### config.mk
export PLATFORM = sky130hd
export DESIGN_NAME = led_scan
export DESIGN_NICKNAME = d
export VERILOG_FILES = /design/src/rtl/led_scan.sv
export SDC_FILE = /design/constraint.sdc
export NUM_CORES = 1
export LEC_CHECK = 0
export CORE_UTILIZATION = 40
export DETAILED_ROUTE_END_ITERATION = 10
export SLEW_MARGIN = 20
export SYNTH_ARGS = -nofsm -noshare
export SYNTH_HDL_FRONTEND = slang
export SYNTH_SLANG_ARGS = --single-unit
### constraint.sdc
create_clock -name clk -period 5.7 [get_ports clk]
set_input_delay 1.14 -clock clk [delete_from_list [all_inputs] [get_ports clk]]
set_output_delay 1.14 -clock clk [all_outputs]
set_load 0.01 [all_outputs]
### src/rtl/led_scan.sv
// led_scan: eight-digit multiplexed seven-segment scanner with frame-synchronous (tear-free) data update.
// Optional inter-digit blanking for anti-ghosting is compiled in by defining LED_SCAN_BLANK_EN.
module led_scan #(
  parameter int SCAN_DIV  = 50000,
  parameter int BLANK_CYC = 16
) (
  input  logic        clk,
  input  logic        rst_n,
  input  logic [31:0] data,
  input  logic        data_vld,
  input  logic [7:0]  dp,
  input  logic [7:0]  dig_en,
  output logic [2:0]  cs_pointer,
  output logic [7:0]  seg,
  output logic        frame_done
);

  localparam int PW = $clog2(SCAN_DIV);
  localparam logic [PW-1:0] PRE_LAST = PW'(SCAN_DIV - 1);

  generate
    if (SCAN_DIV < 2 || SCAN_DIV > (1 << 20)) begin : g_bad_scan_div
      $error("led_scan: SCAN_DIV must lie in 2..2^20");
    end
    if (BLANK_CYC < 1 || BLANK_CYC > 255) begin : g_bad_blank_cyc
      $error("led_scan: BLANK_CYC must lie in 1..255");
    end
  endgenerate

  typedef enum logic {SHOW, BLANK} state_t;

  state_t        state, state_nxt;
  logic          run;
  logic [PW-1:0] prescaler;
  logic [31:0]   pend_data, shadow_data, shadow_data_nxt;
  logic [7:0]    pend_dp, shadow_dp, shadow_dp_nxt;
  logic          pend_flag;
  logic          tick, wrap;
  logic [2:0]    ptr_nxt;
  logic [3:0]    digit_nxt;
  logic [7:0]    seg_nxt;
`ifdef LED_SCAN_BLANK_EN
  localparam logic [7:0] BLANK_LAST = 8'(BLANK_CYC - 1);
  logic [7:0]    blank_cnt;
`endif

  function automatic logic [6:0] hex_decode(input logic [3:0] d);
    case (d)
      4'h0:    hex_decode = 7'h3F;
      4'h1:    hex_decode = 7'h06;
      4'h2:    hex_decode = 7'h5B;
      4'h3:    hex_decode = 7'h4F;
      4'h4:    hex_decode = 7'h66;
      4'h5:    hex_decode = 7'h6D;
      4'h6:    hex_decode = 7'h7D;
      4'h7:    hex_decode = 7'h07;
      4'h8:    hex_decode = 7'h7F;
      4'h9:    hex_decode = 7'h6F;
      4'hA:    hex_decode = 7'h77;
      4'hB:    hex_decode = 7'h7C;
      4'hC:    hex_decode = 7'h39;
      4'hD:    hex_decode = 7'h5E;
      4'hE:    hex_decode = 7'h79;
      default: hex_decode = 7'h71;
    endcase
  endfunction

  // run holds the prescaler for the first edge after reset so digit 0 dwells a full SCAN_DIV cycles.
  assign tick    = run && (state == SHOW) && (prescaler == PRE_LAST);
  assign wrap    = tick && (cs_pointer == 3'd7);
  assign ptr_nxt = tick ? cs_pointer + 3'd1 : cs_pointer;

  always_comb begin
    state_nxt = state;
`ifdef LED_SCAN_BLANK_EN
    if (tick)
      state_nxt = BLANK;
    else if (state == BLANK && blank_cnt == BLANK_LAST)
      state_nxt = SHOW;
`else
    state_nxt = SHOW;
`endif
  end

  // Pending data lands at the wrap edge; a strobe in the frame_done cycle goes straight to shadow.
  always_comb begin
    shadow_data_nxt = shadow_data;
    shadow_dp_nxt   = shadow_dp;
    if (frame_done && data_vld) begin
      shadow_data_nxt = data;
      shadow_dp_nxt   = dp;
    end else if (wrap && pend_flag) begin
      shadow_data_nxt = pend_data;
      shadow_dp_nxt   = pend_dp;
    end
  end

  assign digit_nxt = shadow_data_nxt[{ptr_nxt, 2'b00} +: 4];
  assign seg_nxt   = (state_nxt == SHOW && dig_en[ptr_nxt]) ?
                     {shadow_dp_nxt[ptr_nxt], hex_decode(digit_nxt)} : 8'h00;

  always_ff @(posedge clk or negedge rst_n) begin
    if (!rst_n) begin
      state       <= SHOW;
      run         <= 1'b0;
      prescaler   <= '0;
      cs_pointer  <= 3'd0;
      seg         <= 8'h00;
      frame_done  <= 1'b0;
      pend_data   <= 32'h0;
      pend_dp     <= 8'h00;
      pend_flag   <= 1'b0;
      shadow_data <= 32'h0;
      shadow_dp   <= 8'h00;
`ifdef LED_SCAN_BLANK_EN
      blank_cnt   <= 8'd0;
`endif
    end else begin
      run         <= 1'b1;
      state       <= state_nxt;
      cs_pointer  <= ptr_nxt;
      frame_done  <= wrap;
      seg         <= seg_nxt;
      shadow_data <= shadow_data_nxt;
      shadow_dp   <= shadow_dp_nxt;

      if (data_vld && !frame_done) begin
        pend_data <= data;
        pend_dp   <= dp;
        pend_flag <= 1'b1;
      end else if (data_vld || wrap) begin
        pend_flag <= 1'b0;
      end

      if (tick)
        prescaler <= '0;
      else if (run && state == SHOW)
        prescaler <= prescaler + PW'(1);

`ifdef LED_SCAN_BLANK_EN
      if (state == BLANK)
        blank_cnt <= (blank_cnt == BLANK_LAST) ? 8'd0 : blank_cnt + 8'd1;
`endif
    end
  end

endmodule

==> results_dict.tcl <==
set metrics [dict create \
    status "completed" \
    setup_viol 0 \
    arrival_ns 4.32 \
    critPathLaunch "prescaler[7]" \
    regArea_mm2 0.00275 \
    fin_nets 651 \
    dp_hpwl_um 9800 \
    die_height_um 121 \
    grt_max_degree 60 \
    synth_cell_types 62 \
    viasPerCell 5.68 \
    netlist_area_mm2 0.00570 \
    cpLargestDelayFamily "compound AO/OA/AOI/OAI gates" \
    cts_tree "yes" \
    cts_resized 0 \
    rsz0062_at_grt "no" \
    drt-wirelength-per-cell_um 18.2 \
    end_kind "flop" \
    crit_chain "nor4b_1 -> nand4_2 -> buf_4 -> o32ai_1 -> nand3_1 -> o2111a_1 -> o2111a_1 -> inv_1 -> ha_1 -> inv_1 -> o21ai_0 -> o32a_1 -> or3b_1" \
    fin_tns_setup_ns 0 \
    synth_xor_area_share_pct 2.31 \
    core_area_mm2 0.0139 \
    reg2reg_from "prescaler[7]" \
    pwr-share-comb_pct 8.2 \
    drt-total-wl_um 14200 \
    synthAdderAreaFrac_pct 1.98 \
    syn-num-nets 601 \
    cts_made_buffers 9 \
    start_util_pct 41.0 \
    internal_power_w 0.00130 \
    p_sw_share_pct 23.2 \
    min_path_type "flop to flop" \
    worst-path-max-fanout 36 \
    synthCells 541 \
    yosys_warnings 0 \
    max-cap-violations 0 \
    placed_area_mm2 0.00649 \
    insertion_delay_ns 0.36 \
    dp_slack_ns 1.14 \
    switchingPower_w 0.000392 \
    setup.worst_path.end "seg[0]" \
    cpPeakStageDelay_ns 0.90 \
    fillers 1304 \
    grt_pass1_vias 4647 \
    synth_seq_cells 110 \
    final_antenna_net_count 0 \
    total_leakage_power_nw 2.85 \
    synthMuxAreaShare_pct 14.1 \
    drv_slew 0 \
    hold_violations 0 \
    pwr-share-clk_pct 40.2 \
    drt-pass1-iter-count 4 \
    layout_min_cycle_time_ns 4.08 \
    worst_path_max_delay_cell "o32ai_1" \
    die_w_um 121 \
    synth_most_common_cell "dfrtp_1" \
    synth-main-ff-cell "dfrtp_1" \
    synth_edf_count 0 \
    slew-limit-headroom_pct 31.7 \
    ys_seq_area_share_pct 48.3 \
    yosys.area_share.simple_pct 17.4 \
    cp_num_buf_inv 3 \
    cp.required_ns 5.93 \
    reg2regPathDepth 13 \
    grt_pass1_wl_um 23800 \
    io_buffers 62 \
    rrSetupSlack_ns 1.62 \
    pwr-share-seq_pct 51.6 \
    reg2reg_to "seg[0]" \
    place.gp.congestion 0.854 \
    vias 4407 \
    synth_compound_gate_area_share_pct 12.8 \
    first_iter_violations 267 \
    cts_root_buf "clkbuf_16" \
    synth_top_family_by_area "simple AND/OR/NAND/NOR gates" \
    utilization_pct 49.1 \
    fin_crit_sh_pct 71.7 \
    fin_area_mm2 0.00681 \
    ios 63 \
    yosysTopAreaCellShare_pct 48.3 \
    path_clk_slew_ns 0.07 \
    grt-ovfl-total 0 \
    synth_commonest_cells "dfrtp_1 (110), nand2_1 (64), mux2_2 (50), nand3_1 (43), nor2_1 (35)" \
    synthTopCellsByArea "dfrtp_1 (48%), mux2_2 (9.9%), nand2_1 (4.2%), nand3_1 (3.8%), nor2_1 (2.3%)" \
    fin_ws_ns 1.62 \
    cp_num_cells 13 \
    grt_use_total_pct 21.1 \
    antenna_found_initial 0 \
    fmax_ghz 0.245 \
    startpoint_type "flop" \
    postCtsSetupRepairBufs 0 \
    htreeDepth 3 \
    clock_path_buffers 2 \
    postCtsHoldBufs 0 \
    cts_sinks 110 \
    async_flop_share_pct 100 \
    drc 0 \
    multi_input_area_mm2 0.00279 \
    drive_gt1_share_pct 16.6 \
    rows 43 \
    worstMarginPinSlew_ns 1.02 \
    area_delta_synth_final_pct 19.6 \
    postSynthAreaPerCell_um2 10.5 \
    fin_skew_ns 0.00997 \
    peakVddDrop_uv 192 \
    power_density_mw_per_mm2 248 \
    dieArea_mm2 0.0147 \
    worstSetupPathType "flop to flop" \
    antenna_cells 0 \
    yosysTopAreaCell "dfrtp_1" \
]
logic make-up (layout without fill, tap and decap cells):
logic type	after synthesis	count (layout)
simple gates	198	198
flops	110	110
compound gates	98	98
mux	68	68
buf+inv	42	97
xor+xnor	15	15
fa+ha+maj	9	9
other cells	1	1
layout by cell type (no fill, tap or decap), drive strengths merged, types with 3 or more instances in the layout:
| cell | instances |
|---|---|
| clkbuf | 9 |
| mux4 | 4 |
| and2 | 3 |
| xor2 | 6 |
| o32ai | 3 |
| or2 | 10 |
| a31oi | 19 |
| o21ai | 19 |
| a41oi | 4 |
| a211oi | 3 |
| buf | 10 |
| nand2b | 4 |
| nand4 | 6 |
| a32oi | 3 |
| o2111a | 6 |
| a21oi | 3 |
| dfrtp | 110 |
| nand2 | 64 |
| nor2 | 36 |
| nand3 | 43 |
| a22oi | 10 |
| clkdlybuf4s50 | 61 |
| a22o | 8 |
| inv | 11 |
| nor2b | 4 |
| mux2 | 50 |
| or3 | 3 |
| nor3 | 9 |
| xnor2 | 9 |
| ha | 9 |
| mux2i | 14 |
per-stage QoR:
step,hold slack [ns],instances,power (W)
after detailed placement,0.496,760,0.00103
after floorplan,0.474,541,0.000943
final,0.509,776,0.00169
after global placement,0.488,760,0.00102
after global routing,0.530,776,0.00176
after CTS,0.513,776,0.00171
power groups by stage:
stage	registers [W]	clock network (W)	logic [W]
final	0.000870	0.000679	0.000139
after global routing	0.000877	0.000732	0.000154
after CTS	0.000870	0.000699	0.000142
after detailed placement	0.000885	0	0.000141
after global placement	0.000882	0	0.000137
after floorplan	0.000872	0	0.0000711
how the worst min path moves through the flow:
stage	slack (ns)	start	cells past startpoint	endpoint
floorplan	0.47	prescaler[13]	1	prescaler[13]
global placement	0.49	pend_data[25]	1	pend_data[25]
detailed placement	0.50	pend_dp[5]	1	pend_dp[5]
CTS	0.51	pend_data[1]	1	pend_data[1]
global route	0.53	pend_dp[3]	1	pend_dp[3]
finish	0.51	pend_data[1]	1	pend_data[1]
area by class of cell:
type / instances / share of cell area, %
Timing Repair Buffer: 71 / 10.1
Clock inverter: 7 / 1.43
Tap cell: 180 / 3.31
Sequential cell: 110 / 40.4
Inverter: 10 / 0.551
Multi-Input combinational cell: 389 / 40.9
Clock buffer: 9 / 3.31
layer usage:
layer / GRT usage, % / routed length, µm / share of wire (%) / up-vias
met5: 0 / 0 / 0 / -
met4: 8.41 / 244 / 1.7 / 0
met1: 27.6 / 6390 / 45 / 2209
li1: - / - / - / 2072
met2: 33.5 / 6800 / 48 / 109
met3: 5.03 / 716 / 5.1 / 17
flip-flops by register name, summed over array words and instances, names as in the netlist:
| register | flops |
|---|---|
| pend_flag | 1 |
| pend_dp | 8 |
| seg | 8 |
| prescaler | 16 |
| frame_done | 1 |
| pend_data | 32 |
| cs_pointer | 3 |
| shadow_data | 32 |
| run | 1 |
| shadow_dp | 8 |
Note: power is estimated with default switching activity, not from simulation.
